File: config.mk
export PLATFORM = sky130hd
export DESIGN_NAME = dma_desc_scheduler
export DESIGN_NICKNAME = d
export VERILOG_FILES = /design/src/rtl/dma_desc_scheduler.sv
export SDC_FILE = /design/constraint.sdc
export NUM_CORES = 1
export LEC_CHECK = 0
export ABC_CLOCK_PERIOD_IN_PS = 10700
export BUFFER_PORTS_ARGS = -buffer_cell sky130_fd_sc_hd__buf_2
export CAP_MARGIN = 30
export CORE_AREA = 4 4 500 502
export DETAILED_ROUTE_END_ITERATION = 10
export DIE_AREA = 0 0 504 506
export HOLD_SLACK_MARGIN = 0.06
export PLACE_DENSITY = 0.3
export SYNTH_ARGS = -nofsm -noshare
export SYNTH_HDL_FRONTEND = slang
export SYNTH_SLANG_ARGS = --single-unit
File: constraint.sdc
create_clock -name clk_i -period 10.7 [get_ports clk_i]
set_input_delay 1.605 -clock clk_i [delete_from_list [all_inputs] [get_ports clk_i]]
set_output_delay 1.605 -clock clk_i [all_outputs]
set_load 0.05 [all_outputs]
File: src/rtl/dma_desc_scheduler.sv
// Round-robin descriptor scheduler: picks one eligible queue head at a time,
// registers it toward the DMA engine, and bounds accepted-but-incomplete work.
module dma_desc_scheduler #(
   parameter int NUM_QUEUES    = 4,
   parameter int DESC_W        = 256,
   parameter int MAX_IN_FLIGHT = 32
) (
   input  logic                         clk_i,
   input  logic                         reset_i,
   input  logic [NUM_QUEUES-1:0]        q_enable_i,
   input  logic [NUM_QUEUES-1:0]        q_not_empty_i,
   input  logic [NUM_QUEUES*DESC_W-1:0] q_desc_i,
   output logic [NUM_QUEUES-1:0]        q_rdack_o,
   output logic                         eng_not_empty_o,
   output logic [DESC_W-1:0]            eng_desc_o,
   output logic [$clog2(NUM_QUEUES)-1:0] eng_qid_o,
   input  logic                         eng_rdack_i,
   input  logic                         eng_done_i,
   output logic [$clog2(MAX_IN_FLIGHT+1)-1:0] in_flight_o,
   output logic                         busy_o,
   output logic                         done_underflow_o
);

   // state     | meaning
   // S_IDLE    | no descriptor held; waiting for an eligible queue and credit
   // S_PRESENT | eng_desc/eng_qid valid toward the engine until eng_rdack

   localparam int QID_W = $clog2(NUM_QUEUES);
   localparam int CNT_W = $clog2(MAX_IN_FLIGHT+1);

   typedef enum logic {S_IDLE, S_PRESENT} state_t;

   state_t              state_q;
   logic [QID_W-1:0]    rr_ptr_q;
   logic [QID_W-1:0]    eng_qid_q;
   logic [DESC_W-1:0]   eng_desc_q;
   logic [CNT_W-1:0]    in_flight_q, in_flight_d;
   logic                underflow_q, underflow_d;

   logic [NUM_QUEUES-1:0] eligible;
   logic [QID_W-1:0]    sel_idx;
   logic [QID_W-1:0]    cand;
   logic                sel_found;
   logic                grant_ok;
   logic                accept;

   assign eligible = q_enable_i & q_not_empty_i;
   assign accept   = (state_q == S_PRESENT) & eng_rdack_i;
   assign grant_ok = sel_found & (in_flight_q < CNT_W'(MAX_IN_FLIGHT));

   // Round-robin search starting just after the last accepted queue.
   always_comb begin
      sel_found = 1'b0;
      sel_idx   = '0;
      cand      = '0;
      for (int k = 1; k <= NUM_QUEUES; k++) begin
         cand = QID_W'((int'(rr_ptr_q) + k) % NUM_QUEUES);
         if (!sel_found && eligible[cand]) begin
            sel_found = 1'b1;
            sel_idx   = cand;
         end
      end
   end

   // Grant/present FSM; the queue is only popped on engine acceptance.
   always_ff @(posedge clk_i or posedge reset_i) begin
      if (reset_i) begin
         state_q    <= S_IDLE;
         rr_ptr_q   <= QID_W'(NUM_QUEUES-1);
         eng_desc_q <= '0;
         eng_qid_q  <= '0;
      end else begin
         case (state_q)
            S_IDLE: begin
               if (grant_ok) begin
                  eng_desc_q <= q_desc_i[int'(sel_idx)*DESC_W +: DESC_W];
                  eng_qid_q  <= sel_idx;
                  state_q    <= S_PRESENT;
               end
            end
            S_PRESENT: begin
               if (eng_rdack_i) begin
                  rr_ptr_q <= eng_qid_q;
                  state_q  <= S_IDLE;
               end
            end
            default: state_q <= S_IDLE;
         endcase
      end
   end

   // In-flight accounting; a completion with nothing outstanding is flagged.
   always_comb begin
      in_flight_d = in_flight_q;
      underflow_d = underflow_q;
      if (accept && !eng_done_i) begin
         in_flight_d = in_flight_q + CNT_W'(1);
      end else if (!accept && eng_done_i) begin
         if (in_flight_q == '0) underflow_d = 1'b1;
         else                   in_flight_d = in_flight_q - CNT_W'(1);
      end
   end

   // Counter and sticky error registers.
   always_ff @(posedge clk_i or posedge reset_i) begin
      if (reset_i) begin
         in_flight_q <= '0;
         underflow_q <= 1'b0;
      end else begin
         in_flight_q <= in_flight_d;
         underflow_q <= underflow_d;
      end
   end

   assign q_rdack_o        = accept ? (NUM_QUEUES'(1) << eng_qid_q) : '0;
   assign eng_not_empty_o  = (state_q == S_PRESENT);
   assign eng_desc_o       = eng_desc_q;
   assign eng_qid_o        = eng_qid_q;
   assign in_flight_o      = in_flight_q;
   assign busy_o           = (state_q != S_IDLE) | (in_flight_q != '0);
   assign done_underflow_o = underflow_q;

endmodule
==> results.py <==
metrics = {
    "synthesis": {
        "synth_edf_count": 0,
        "ys_ff_latch": 268,
        "syn_area_sq_mm": 0.0185,
        "yosysSeqAreaShare": 0.362,
        "synth_area_per_cell_sq_um": 12.3,
        "synthArstFlopShare": 1.00,
        "netlist-cell-type-count": 39,
        "yosysWarnings": 0,
        "syn_inst": 1508,
        "synth-main-ff-cell": "dfrtp_1",
        "syn-num-nets": 2551,
    },
    "clock_tree": {
        "clock_sinks": 268,
        "cts_hold_buf": 0,
        "clockBufferDepth": 3,
        "cts_buffers": 44,
        "cts_tree": "done",
        "post_cts_buffers": 0,
        "clk_pin_slew_ns": 0.06,
        "clkLatencyLatePin_ns": 0.65,
        "htree_levels": 2,
        "cts_resized": 0,
        "clockRootBuffer": "clkbuf_16",
    },
    "power_and_ir_drop": {
        "p_leak_nw": 13.4,
        "power_frac_clock": 0.185,
        "switchingPower_w": 0.00449,
        "power-per-cell-area_mw_per_mm2": 280,
        "comb_power_share": 0.590,
        "p_seq_frac": 0.225,
        "ir_drop_uv": 96.2,
        "power.internal_w": 0.00376,
        "switching_share": 0.544,
    },
    "cells_and_area": {
        "nNetsFinal": 3787,
        "drive_above_1_share": 0.595,
        "final_area_sq_mm": 0.0294,
        "fin_cells": 6024,
        "area_delta_synth_final_pct": 58.9,
    },
    "sta": {
        "worst_pin_slew_ns": 1.20,
        "clock_skew_ns": 0.0265,
        "finalCritPeriodShare": 0.468,
        "finalSetupTns_ns": 0,
        "slew_headroom": 0.201,
        "slew_violations": 0,
        "rsz0062_at_grt": "false",
        "setup_viol": 0,
        "fmax_ghz": 0.200,
        "min_period_ns": 5.01,
        "hold_viol_final": 0,
        "hold_ws_ns": 0.476,
    },
    "critical_path": {
        "worstPathArrival_ns": 5.47,
        "cp_max_fo": 88,
        "end_kind": "flip-flop",
        "regToRegStartpoint": "rr_ptr_q[1]$_DFFE_PP1P_",
        "critPathLaunch": "q_enable_i[0]",
        "critPathLaunchType": "primary input",
        "ff2ff_setup_slack_ns": 6.79,
        "cp-endpoint": "eng_desc_o[129]$_DFFE_PP0P_",
        "r2r-end": "eng_desc_o[17]$_DFFE_PP0P_",
        "timing_worst_setup_path_type": "in -> reg",
        "reg2regPathDepth": 7,
        "required_ns": 11.17,
    },
    "floorplanning": {
        "die_w_microns": 504,
        "die-area_sq_mm": 0.255,
        "core_sq_mm": 0.245,
        "start_util": 0.0755,
        "num_io_pins": 1307,
        "rows": 182,
        "die_height_microns": 506,
    },
    "global_routing": {
        "antenna_found_initial": 230,
        "grt_pass1_wl_mm": 214,
        "grt_max_degree": 103,
        "gr-total-overflow": 0,
        "grt_usage": 0.127,
        "grt_pass1_vias": 19700,
    },
    "job": {
        "cap_violations": 0,
    },
    "drt": {
        "vias": 19400,
        "drtAntennaViolNets": 0,
        "dr.pass1.iters": 5,
        "drcViolationCount": 0,
        "drtIter0Drc": 1407,
        "routed_wl_mm": 170,
        "wl_per_cell_microns": 28.2,
        "vias_per_cell": 3.22,
    },
    "place": {
        "portBuffers": 1306,
        "dp_cells": 5918,
        "gp_congestion": 0.995,
        "dp_hpwl_mm": 145,
        "dpl_cell_area_sq_mm": 0.0279,
    },
    "worst_hold_path": {
        "min_from": "done_underflow_o$_DFFE_PP0P_",
        "hp-class": "reg -> reg",
    },
    "outcome": {
        "outcome": "completed",
    },
}
area by class of cell:
| cell class | instances | area, sq um |
|---|---|---|
| Fill cell | 28200 | 216000 |
| Multi-Input combinational cell | 1092 | 10300 |
| Timing Repair Buffer | 1333 | 6830 |
| Sequential cell | 268 | 6710 |
| Tap cell | 3220 | 4030 |
| Clock buffer | 63 | 1270 |
| Clock inverter | 13 | 159 |
| Antenna cell | 30 | 75.1 |
| Inverter | 5 | 26.3 |
state kept, by name, summed over array words and instances, names as in the netlist:
name	cells
eng_not_empty_o	1
done_underflow_o	1
rr_ptr_q	2
eng_qid_o	2
eng_desc_o	256
in_flight_o	6
power by group through the flow:
stage | combinational (W) | clock [W] | sequential [W]
after floorplan | 0.00191 | 0 | 0.00343
after global placement | 0.00494 | 0 | 0.00188
after detailed placement | 0.00496 | 0 | 0.00187
after CTS | 0.00496 | 0.00162 | 0.00187
after global routing | 0.00515 | 0.00164 | 0.00192
final | 0.00487 | 0.00153 | 0.00186
per-stage QoR:
| step | total power, W | util | worst slack [ns] |
|---|---|---|---|
| floorplan | 0.00534 | - | 1.72 |
| global placement | 0.00682 | 0.114 | 4.76 |
| detailed placement | 0.00683 | 0.114 | 4.82 |
| CTS | 0.00845 | 0.120 | 5.56 |
| global route | 0.00871 | 0.120 | 5.55 |
| finish | 0.00825 | 0.120 | 5.69 |
worst max-delay path, cell delays in order:
cell and delay, ns:
buf_2 0.12, a22oi_1 0.55, a311o_2 0.34, buf_4 0.61, nand2b_4 0.30, buf_12 0.32, buf_4 0.78, o221ai_2 0.20
cell families (layout without fill, tap and decap cells):
group           after synthesis  after routing  synth area share
other cells                   0             30                 0
compound gates              275            275             0.210
flops                       268            268             0.362
simple gates                289            289            0.0599
xor+xnor                      5              5           0.00237
fa+ha+maj                     7              7           0.00514
buf+inv                     148           1414            0.0814
mux                         516            516             0.279
synthesized netlist by cell type, drive strengths merged, types with 2 or more instances:
cell type	instances	area, sq um
buf	108	1300
a21oi	2	10.0
nand2	270	1010
bufbuf	4	75.1
o21ai	4	20.0
o221ai	256	3740
mux2i	513	5130
ha	6	75.1
dfstp	2	52.6
nor2	9	33.8
and3	3	18.8
xnor2	4	35.0
mux2	3	33.8
clkbuf	31	116
a21o	5	37.5
dfrtp	266	6660
inv	5	18.8
cells in the final DEF (no fill, tap or decap), drive strengths merged, types with 2 or more instances in the layout:
master    Yosys  routed
clkinvlp      0       3
clkbuf       31      63
diode         0      30
buf         108    1333
and3          3       3
inv           5       7
dfrtp       266     266
nor2          9       9
a21o          5       5
clkinv        0       5
mux2          3       3
a21oi         2       2
xnor2         4       4
ha            6       6
o221ai      256     256
bufinv        0       3
dfstp         2       2
o21ai         4       4
nand2       270     270
mux2i       513     513
worst min path at each step:
stage / endpoint / slack, ns / cells after the start
2_1_floorplan: rr_ptr_q[0]$_DFFE_PP1P_ / 0.45 / 2
4_1_cts: done_underflow_o$_DFFE_PP0P_ / 0.48 / 1
3_3_place_gp: done_underflow_o$_DFFE_PP0P_ / 0.45 / 1
6_report: done_underflow_o$_DFFE_PP0P_ / 0.48 / 1
3_5_place_dp: done_underflow_o$_DFFE_PP0P_ / 0.45 / 1
5_1_grt: eng_desc_o[185]$_DFFE_PP0P_ / 0.49 / 2
per-layer routing:
metal  share of wire  GRT usage  up-vias
li1                -          -     8336
met1            0.38      0.146     9119
met2            0.45      0.206     1365
met3            0.14     0.0739      416
met4           0.023     0.0219      164
met5          0.0062          0        -
(Power assumes the default switching activity.)
